==> config.mk <==
export PLATFORM = sky130hd
export DESIGN_NAME = wb_timer
export DESIGN_NICKNAME = d
export VERILOG_FILES = /design/src/rtl/wb_timer.sv
export SDC_FILE = /design/constraint.sdc
export NUM_CORES = 1
export LEC_CHECK = 0
export CORE_MARGIN = 1.5
export CORE_UTILIZATION = 54
export DETAILED_ROUTE_END_ITERATION = 12
export GPL_TIMING_DRIVEN = 0
export PLACE_DENSITY = 0.8
export SLEW_MARGIN = 20
export SYNTH_ARGS = -nofsm -noshare
export SYNTH_HDL_FRONTEND = slang
export SYNTH_SLANG_ARGS = --single-unit
==> constraint.sdc <==
create_clock -name wb_clk_i -period 2.2 [get_ports wb_clk_i]
set_input_delay 0.44 -clock wb_clk_i [delete_from_list [all_inputs] [get_ports wb_clk_i]]
set_output_delay 0.44 -clock wb_clk_i [all_outputs]
set_load 0.05 [all_outputs]
==> src/rtl/wb_timer.sv <==
// Wishbone B3 classic timer: free-running up-counter, compare register, W1C pending flag, level irq.
// Define WB_TIMER_PRESCALE_EN to divide the counter tick by PRESCALE_DIV.
module wb_timer #(
    parameter int unsigned WIDTH        = 32,
    parameter int unsigned PRESCALE_DIV = 16
) (
    input  logic        wb_clk_i,
    input  logic        wb_rst_i,
    input  logic [3:0]  wb_adr_i,
    input  logic [31:0] wb_dat_i,
    input  logic [3:0]  wb_sel_i,
    input  logic        wb_we_i,
    input  logic        wb_cyc_i,
    input  logic        wb_stb_i,
    input  logic [2:0]  wb_cti_i,
    input  logic [1:0]  wb_bte_i,
    output logic [31:0] wb_dat_o,
    output logic        wb_ack_o,
    output logic        wb_err_o,
    output logic        wb_rty_o,
    output logic        irq
);

    if (WIDTH < 1 || WIDTH > 32 || PRESCALE_DIV < 1) begin : g_param_check
        $error("wb_timer: WIDTH must be 1..32 and PRESCALE_DIV >= 1");
    end

    localparam logic [1:0] RegCount   = 2'd0;
    localparam logic [1:0] RegCompare = 2'd1;
    localparam logic [1:0] RegCtrl    = 2'd2;
    localparam logic [1:0] RegStatus  = 2'd3;

    // CTRL bit positions
    localparam int unsigned CtrlEn = 0;
    localparam int unsigned CtrlAr = 1;
    localparam int unsigned CtrlIe = 2;

    logic [WIDTH-1:0] count_q, count_d;
    logic [WIDTH-1:0] compare_q, compare_d;
    logic [2:0]       ctrl_q, ctrl_d;
    logic             pending_q, pending_d;
    logic             ack_q, ack_d;
    logic [31:0]      dat_q, dat_d;
    logic             irq_q, irq_d;

    logic             req;
    logic             wr_en;
    logic             rd_en;
    logic [1:0]       reg_sel;
    logic             count_wr;
    logic             tick_en;
    logic             tick;
    logic             match;
    logic [31:0]      rdata;
    logic [31:0]      count_merged;
    logic [31:0]      compare_merged;
    logic [31:0]      ctrl_merged;

    logic unused_inputs;
    assign unused_inputs = ^{wb_cti_i, wb_bte_i, wb_adr_i[1:0]};

    function automatic logic [31:0] merge_bytes(input logic [31:0] old_val,
                                                input logic [31:0] new_val,
                                                input logic [3:0]  sel);
        logic [31:0] merged;
        for (int i = 0; i < 4; i++) begin
            merged[8*i +: 8] = sel[i] ? new_val[8*i +: 8] : old_val[8*i +: 8];
        end
        return merged;
    endfunction

    assign req     = wb_cyc_i & wb_stb_i & ~ack_q;
    assign wr_en   = req & wb_we_i;
    assign rd_en   = req & ~wb_we_i;
    assign reg_sel = wb_adr_i[3:2];

    assign count_merged   = merge_bytes(32'(count_q), wb_dat_i, wb_sel_i);
    assign compare_merged = merge_bytes(32'(compare_q), wb_dat_i, wb_sel_i);
    assign ctrl_merged    = merge_bytes({29'd0, ctrl_q}, wb_dat_i, wb_sel_i);

    assign count_wr = wr_en && (reg_sel == RegCount);

    always_comb begin
        ctrl_d = ctrl_q;
        if (wr_en && (reg_sel == RegCtrl)) begin
            ctrl_d = ctrl_merged[2:0];
        end
    end

    // Counting starts the cycle after EN is written to 1, but clearing EN stops it on the write edge.
    assign tick_en = ctrl_q[CtrlEn] & ctrl_d[CtrlEn];

`ifdef WB_TIMER_PRESCALE_EN
    localparam int unsigned PW = (PRESCALE_DIV > 1) ? $clog2(PRESCALE_DIV) : 1;
    localparam logic [PW-1:0] PrescLast = PW'(PRESCALE_DIV - 1);

    logic [PW-1:0] presc_q, presc_d;

    always_comb begin
        presc_d = '0;
        if (tick_en && (presc_q != PrescLast)) begin
            presc_d = presc_q + 1'b1;
        end
    end

    assign tick = tick_en & (presc_q == PrescLast);

    always_ff @(posedge wb_clk_i) begin
        if (wb_rst_i) begin
            presc_q <= '0;
        end else begin
            presc_q <= presc_d;
        end
    end
`else
    assign tick = tick_en;
`endif

    // A bus write to COUNT overrides the tick and suppresses that cycle's compare.
    assign match = tick & ~count_wr & (count_q == compare_q);

    always_comb begin
        count_d = count_q;
        if (count_wr) begin
            count_d = count_merged[WIDTH-1:0];
        end else if (tick) begin
            if (match && ctrl_q[CtrlAr]) begin
                count_d = '0;
            end else begin
                count_d = count_q + 1'b1;
            end
        end
    end

    always_comb begin
        compare_d = compare_q;
        if (wr_en && (reg_sel == RegCompare)) begin
            compare_d = compare_merged[WIDTH-1:0];
        end
    end

    // Set has priority over a simultaneous W1C.
    always_comb begin
        pending_d = pending_q;
        if (wr_en && (reg_sel == RegStatus) && wb_sel_i[0] && wb_dat_i[0]) begin
            pending_d = 1'b0;
        end
        if (match) begin
            pending_d = 1'b1;
        end
    end

    always_comb begin
        rdata = '0;
        unique case (reg_sel)
            RegCount:   rdata = 32'(count_q);
            RegCompare: rdata = 32'(compare_q);
            RegCtrl:    rdata = {29'd0, ctrl_q};
            RegStatus:  rdata = {31'd0, pending_q};
            default:    rdata = '0;
        endcase
    end

    always_comb begin
        ack_d = req;
        dat_d = dat_q;
        if (rd_en) begin
            dat_d = rdata;
        end
        irq_d = pending_q & ctrl_q[CtrlIe];
    end

    always_ff @(posedge wb_clk_i) begin
        if (wb_rst_i) begin
            count_q   <= '0;
            compare_q <= '1;
            ctrl_q    <= '0;
            pending_q <= 1'b0;
            ack_q     <= 1'b0;
            dat_q     <= '0;
            irq_q     <= 1'b0;
        end else begin
            count_q   <= count_d;
            compare_q <= compare_d;
            ctrl_q    <= ctrl_d;
            pending_q <= pending_d;
            ack_q     <= ack_d;
            dat_q     <= dat_d;
            irq_q     <= irq_d;
        end
    end

    assign wb_dat_o = dat_q;
    assign wb_ack_o = ack_q;
    assign wb_err_o = 1'b0;
    assign wb_rty_o = 1'b0;
    assign irq      = irq_q;

endmodule

; Yosys cells after proc, flatten, opt, wreduce, memory -nomap -nowiden
; Index checks and enable logic that the tools add are counted.
[word_totals]
input_bits = 50
regBits = 102
elab_cells = 65
[classes]
reduce_logical = 19
n_eq_ne = 8
add_sub_neg = 1
bitwise = 11
muxes = 12
[ops]
columns = cell, n
row1 = $pmux W32 S4, 1
row2 = $mux W32, 3
row3 = $add A32 B1 Y32 const B, 1
row4 = $eq A32 B32 Y1, 1
row5 = $mux W8, 4
row6 = $reduce_and A2 Y1, 9
row7 = $and A1 B1 Y1, 8
row8 = $ne A2 B2 Y1 const B, 4
row9 = $logic_and A1 B1 Y1, 7
row10 = $eq A2 B2 Y1 const B, 2
row11 = $mux W1, 4
row12 = $reduce_bool A2 Y1, 2
row13 = $not A1 Y1, 3
row14 = $eq A2 B1 Y1 const B, 1
row15 = $logic_not A2 Y1, 1

; Logic depth before layout (Yosys ltp)
; Gate-level depths: netlist of run 1.
[depth]
ltp_word = 12
ltp_mapped = 8

; Worst setup path before layout of run 1
; No wires, ideal clock.
[synth_path]
path_type = reg2reg
start = register ack_q, in the netlist wb_ack_o
end = register count_q[19]
stages_incl_launch_ff = 8
period_less_slack_ns = 2.145
n_path_buf = 1
arrival_ns = 2.018
setup_slack_ns = 0.055
cell_sequence = dfxtp_1 nand4b_1 a211o_1 nand4_1 or4_4 buf_6 a31oi_4 o31ai_1
[synth_via]
elab_chain_len = 12
[synth_rtl]
columns = item, line
row1 = "start, declared", 42  ; logic ack_q, ack_d;
row2 = "start signal, assigned", 187  ; ack_q <= ack_d;
row3 = $not A1 Y1 (*), 72  ; assign req = wb_cyc_i & wb_stb_i & ~ack_q;
row4 = $and A1 B1 Y1 (*), 72
row5 = $and A1 B1 Y1 (*), 73  ; assign wr_en = req & wb_we_i;
row6 = $logic_and A1 B1 Y1, 85  ; if (wr_en && (reg_sel == RegCtrl)) begin
row7 = $mux W1, 85
row8 = $and A1 B1 Y1, 91  ; assign tick_en = ctrl_q[CtrlEn] & ctrl_d[CtrlEn];
row9 = $and A1 B1 Y1 (2 in a row), 120  ; assign match = tick & ~count_wr & (count_q == compare_q);
row10 = $logic_and A1 B1 Y1, 127  ; if (match && ctrl_q[CtrlAr]) begin
row11 = $mux W32, 127
row12 = $mux W32, 126  ; end else if (tick) begin
row13 = $mux W32, 124  ; if (count_wr) begin
row14 = "end signal, assigned", 183  ; count_q <= count_d;
row15 = "end, declared", 38  ; logic [WIDTH-1:0] count_q, count_d;
; Every way passes the cells marked *; elsewhere a longest branch is shown, timed or not. The select of a mux whose other input is x is not followed.
; A chain may end at the register's enable or synchronous reset.

; Final worst setup path of run 1
[layout_path]
start = register count_q[20]
end = register count_q[19]
[layout_via]
elab_chain_len = 6
[layout_rtl]
columns = item, line
row1 = $eq A32 B32 Y1, 120
row2 = $and A1 B1 Y1, 120
row3 = $logic_and A1 B1 Y1, 127
row4 = $mux W32, 127
row5 = $mux W32, 126
row6 = $mux W32, 124
; Every way passes these cells. The select of a mux whose other input is x is not followed.

==> impl_metrics.toml, run 1 <==
[place]
io_buffers = 74
dpl.hpwl_mm = 12.3
gp_congestion = 0.965
place_ws_ns = -0.959

[timing]
drv_slew = 0
fin_ws_ns = -0.0562
rsz0062_at_grt = "true"
max_freq_ghz = 0.443
slew_headroom_pct = 55.5
min_period_ns = 2.26
setup-violations-final = 14
period_share_pct = 103
finalHoldViolations = 0
finClkSkew_ns = 0.00905
worst_slew_pin_slew_ns = 0.668

[yosys]
synth.area.mux_share_pct = 12.3
synth_cell_types = 57
ys_ff_latch = 102
ys.flop_type = "dfxtp_1"
synth_edf_count = 0
synth-simple-area-share_pct = 25.6
synth-xor-area-share_pct = 5.84
avgSynthCellArea_sq_um = 8.28
async_flop_share_pct = 0
synthDominantCellAreaShare_pct = 36.8
yosysWarnings = 0
synth_top_family_by_area = "simple AND/OR/NAND/NOR gates"
synth.area.top_cells = "dfxtp_1 (37%), mux2i_1 (12%), a21oi_1 (5.4%)"
synth_top_cell_by_area = "dfxtp_1"
netlist_instances = 670
synth_compound_area_share_pct = 14.0
synth-seq-area-share_pct = 36.8
synthAdderAreaFrac_pct = 0.226
syn_area_sq_mm = 0.00555

[clock_network]
path_clk_slew_ns = 0.10
htreeDepth = 3
numCtsBuffers = 9
root_buffer = "clkbuf_8"
insertion_delay_ns = 0.37
cts_tree = "built"
cts_buffer_depth = 2
hold_buffers = 0
cts_sinks = 102

[pwr]
totalPowerFinal_mw = 3.66
power.leakage_nw = 2.67
power_density_mw_per_mm2 = 530
vdd_drop_max_mv = 0.417

[status]
status = "finished, violations left"
violations = "negative setup slack"

[setup_path]
startpoint_type = "flip-flop"
end_kind = "flip-flop"
cpPeakStageDelay_ns = 0.54
worstPathMaxFanout = 10
worstPathRequired_ns = 2.45
r2r_slack_ns = -0.06
critPathArrivalTime_ns = 2.51
crit_slowest_cell = "or4_4"
worstPathCellList = "xor2_1 > nor4_2 > nand4_1 > or4_4 > buf_8 > a31oi_4 > o31ai_1"
worst-setup-path-type = "reg -> reg"

[routing]
avgViaCountPerCell = 6.14
via_count = 5513
drcViolationCount = 0
dr.first_iter.drc_count = 512
ant_nets = 0
wl_per_cell_um = 19.2
routed_wl_mm = 17.2
dr.pass1.iters = 7

[layout]
nNetsFinal = 811
final_cell_mix = "dfxtp_1 (85), clkdlybuf4s50_1 (73), mux2i_1 (66)"
fillers = 802
final_common_cell = "dfxtp_1"
area_delta_synth_final_pct = 24.6
diodes = 0
layout-drive-gt1-share_pct = 14.0

[floorplanning]
fp-row-count = 36
die_y_um = 104
ioPinCount = 86
core_sq_mm = 0.00986
die_w_um = 104
die-area_sq_mm = 0.0109
start_util_pct = 56.2

[global_route]
grt_max_degree = 17
grt_pass1_vias = 5317
grt_pass1_wl_mm = 26.8
grt_overflow = 0
grt_usage_pct = 31.0
antenna_found_initial = 0

[hold_path]
min_path_type = "reg -> reg"

[run]
drv_cap = 0
[critical path: cells and delay by family (launching register included)]
| family | cells | cell delay, ns |
|---|---|---|
| buf+inv | 1 | 0.19 |
| xor+xnor | 1 | 0.16 |
| flops | 1 | 0.38 |
| compound gates | 2 | 0.22 |
| simple gates | 3 | 1.19 |
[power by group]
group          switching, mW  internal (mW)  total [mW]
clock                  0.672          0.448        1.12
combinational          0.330          0.240       0.570
sequential            0.0692           1.90        1.97
[registers in the layout, summed over array words and instances, names as in the netlist]
register,flops
compare_q,32
count_q,32
wb_ack_o,1
wb_dat_o,32
ctrl_q,3
irq,1
pending_q,1
[cell usage after synthesis, drive strengths merged, types with 2 or more instances]
library cell	number
clkbuf	27
nor2	60
a21oi	61
nand4	11
nor4	25
nor2b	4
nor4b	3
mux2i	66
o211ai	7
o22ai	3
xor2	33
buf	28
nor3	38
nand3b	2
and3	18
or2	2
o21ai	18
nand3	28
a211o	2
a31oi	7
dfxtp	102
o32ai	2
o21a	5
and4	2
a22oi	12
xnor2	4
inv	5
and2	4
a211oi	8
or3	5
nand2	66
[worst paths after layout]
| path | endpoint | start | cells past startpoint |
|---|---|---|---|
| setup / recovery | count_q[19] | count_q[20] | 7 |
| hold / removal | wb_dat_o[11] | wb_dat_o[11] | 2 |
| setup reg to reg | count_q[19] | count_q[20] | 7 |
| hold reg to reg | wb_dat_o[11] | wb_dat_o[11] | 2 |
[metal layers]
metal,vias to the layer above,global-route usage (%),wire [um]
met5,-,0,0
met3,48,4.82,1480
met2,271,52.3,8260
met4,0,11.4,490
li1,2576,-,-
met1,2618,39.9,7000
[kinds of logic after synthesis]
family	Yosys count
and+or+nand+nor	273
AOI/OAI and AO/OA	128
DFF	102
muxes	67
buffers and inverters	61
xor gates and xnor gates	37
adders and majority gates	1
other	1
[layout make-up]
cell class              instances  area (sq um)  area share, %
plain buffers                  47           279           4.04
clock buffers                  12           145           2.10
clock inverters                 4          32.5          0.471
inverters                       6          22.5          0.326
multi-input cells             508          3350           48.5
flip-flops and latches        102          2070           29.9
well taps                     133           166           2.41
repair buffers                 86           847           12.3
[metrics by stage]
step	setup TNS (ns)	hold slack, ns	cells	instance area [sq um]	util, %
floorplan	0	0.459	671	5550	-
global placement	-45.86	0.466	878	6460	65.5
detailed placement	-49.48	0.474	878	6460	65.5
CTS	0	0.498	896	6730	68.2
global route	-0.958	0.522	898	6910	70.1
finish	-0.345	0.495	898	6910	70.1
[what timing repair did]
action                     in CTS  in global routing
setup buffers                   5                  6
setup endpoints to repair      75                 57
pin swaps                       5                  6
cloned                          0                  1
gates resized for setup        22                 55
Note: power is estimated with default switching activity, not from simulation.
==> run 2: changes to the inputs <==
--- a/config.mk
+++ b/config.mk
@@ -5,11 +5,13 @@
 export SDC_FILE = /design/constraint.sdc
 export NUM_CORES = 1
 export LEC_CHECK = 0
+export CORE_ASPECT_RATIO = 0.9
 export CORE_MARGIN = 1.5
 export CORE_UTILIZATION = 54
 export DETAILED_ROUTE_END_ITERATION = 12
 export GPL_TIMING_DRIVEN = 0
 export PLACE_DENSITY = 0.8
+export SKIP_LAST_GASP = 1
 export SLEW_MARGIN = 20
 export SYNTH_ARGS = -nofsm -noshare
 export SYNTH_HDL_FRONTEND = slang
==> impl_metrics.toml, run 2 (synthesized netlist as in run 1, its figures left out) <==
[clock_network]
insertion_delay_ns = 0.35
hold_buffers = 0
root_buffer = "clkbuf_16"
path_clk_slew_ns = 0.07
numCtsBuffers = 9
cts_sinks = 102
htreeDepth = 3
cts_buffer_depth = 2
cts_tree = "built"

[floorplanning]
fp-row-count = 34
start_util_pct = 56.4
die_w_um = 110
ioPinCount = 86
core_sq_mm = 0.00983
die_y_um = 99.1
die-area_sq_mm = 0.0109

[pwr]
power_density_mw_per_mm2 = 620
vdd_drop_max_mv = 0.739
power.leakage_nw = 2.87

[timing]
rsz0062_at_grt = "true"
period_share_pct = 107
fin_ws_ns = -0.159
min_period_ns = 2.36
drv_slew = 0
finalHoldViolations = 0
tns_ns = -3.06
setup-violations-final = 32
worst_slew_pin_slew_ns = 0.701
finClkSkew_ns = 0.00531
max_freq_ghz = 0.424
slew_headroom_pct = 53.2

[routing]
wl_per_cell_um = 20.7
avgViaCountPerCell = 6.35
ant_nets = 0
dr.first_iter.drc_count = 662
via_count = 5711
dr.pass1.iters = 5
drcViolationCount = 0
routed_wl_mm = 18.6

[status]
violations = "negative setup slack"
status = "finished, violations left"

[hold_path]
hold_end = "wb_ack_o"
min-delay-start = "wb_cyc_i"
min_path_type = "in -> reg"
whs_path_depth = 3

[global_route]
grt_max_degree = 17
antenna_found_initial = 0
grt_usage_pct = 33.6
grt_overflow = 0
grt_pass1_wl_mm = 27.7
grt_pass1_vias = 5400

[setup_path]
critPathArrivalTime_ns = 2.56
reg2reg_to = "count_q[22]"
worst-setup-path-type = "reg -> reg"
worstPathMaxFanout = 5
worstPathRequired_ns = 2.40
end_kind = "flip-flop"
reg2reg_depth = 7
timing.rr.start = "compare_q[20]"
crit_path_start = "compare_q[20]"
startpoint_type = "flip-flop"
r2r_slack_ns = -0.16

[layout]
area_delta_synth_final_pct = 30.1
layout-drive-gt1-share_pct = 15.2
diodes = 0
final_cell_mix = "dfxtp_1 (87), clkdlybuf4s50_1 (69), mux2i_1 (66)"
nNetsFinal = 820
fin_util_pct = 73.4
final_common_cell = "dfxtp_1"

[run]
drv_cap = 0

[place]
dpl.hpwl_mm = 12.4
gp_congestion = 0.937
place_ws_ns = -0.823
io_buffers = 74
-- run 2: cell count changes in the layout (fill, tap and decap cells not counted), moves of 4 or more --
cell | before | now
clkbuf_16 | 1 | 9
clkbuf_8 | 10 | 2
o21ai_1 | 7 | 0
buf_4 | 16 | 22
clkdlybuf4s50_1 | 73 | 69
dfxtp_2 | 15 | 11
dlymetal6s2s_1 | 0 | 4
-- run 2: stage by stage --
step / cell area (sq um) / total power, mW / cells / hold WS, ns
final: 7220 / 4.48 / 900 / 0.432
after global routing: 7220 / 4.59 / 900 / 0.450
after CTS: 7010 / 4.42 / 892 / 0.491
after detailed placement: 6450 / 2.55 / 871 / 0.474
after global placement: 6450 / 2.54 / 871 / 0.466
after floorplan: 5550 / 2.33 / 671 / 0.459
-- run 2: repair_timing --
action                                  CTS  global route
pin swaps                                 8            20
resized for setup                        38            41
endpoints found under the setup margin   81            61
setup buffers                             7            11
gates cloned                              2             0
-- run 2: metal layers --
layer	vias to the layer above	track usage, %	share of wire [%]
li1	2592	-	-
met5	-	0	0
met1	2693	43.2	40
met4	0	15.5	3.8
met2	345	53.7	47
met3	81	7.21	9.3
-- run 2: worst max-delay path by stage --
stage	endpoint	slack [ns]	cells past startpoint
finish	count_q[22]	-0.16	7
global route	count_q[22]	-0.19	7
CTS	count_q[10]	-0.04	7
detailed placement	count_q[5]	-0.82	7
global placement	count_q[5]	-0.76	7
floorplan	count_q[19]	0.05	7
-- run 2: final cells by class --
type                    instances  area, sq um
plain buffers                  48          277
clock buffers                  11          253
repair buffers                 94          927
flip-flops and latches        102         2070
fillers                       771         2610
well taps                     126          158
multi-input cells             508         3400
clock inverters                 5          105
inverters                       6         22.5
-- run 2: worst max-delay path: stages (launching register included) --
cell and delay [ns]:
dfxtp_2 0.34, xor2_2 0.20, nor4_4 0.38, nand4_1 0.21
or4_4 0.68, buf_6 0.19, o211ai_1 0.10, a21oi_1 0.11
-- run 2: power breakdown --
group	total (mW)	internal [mW]	leakage (nW)	switching, mW
clock	1.90	1.17	0.168	0.728
combinational	0.605	0.256	1.87	0.349
sequential	1.97	1.90	0.832	0.0695
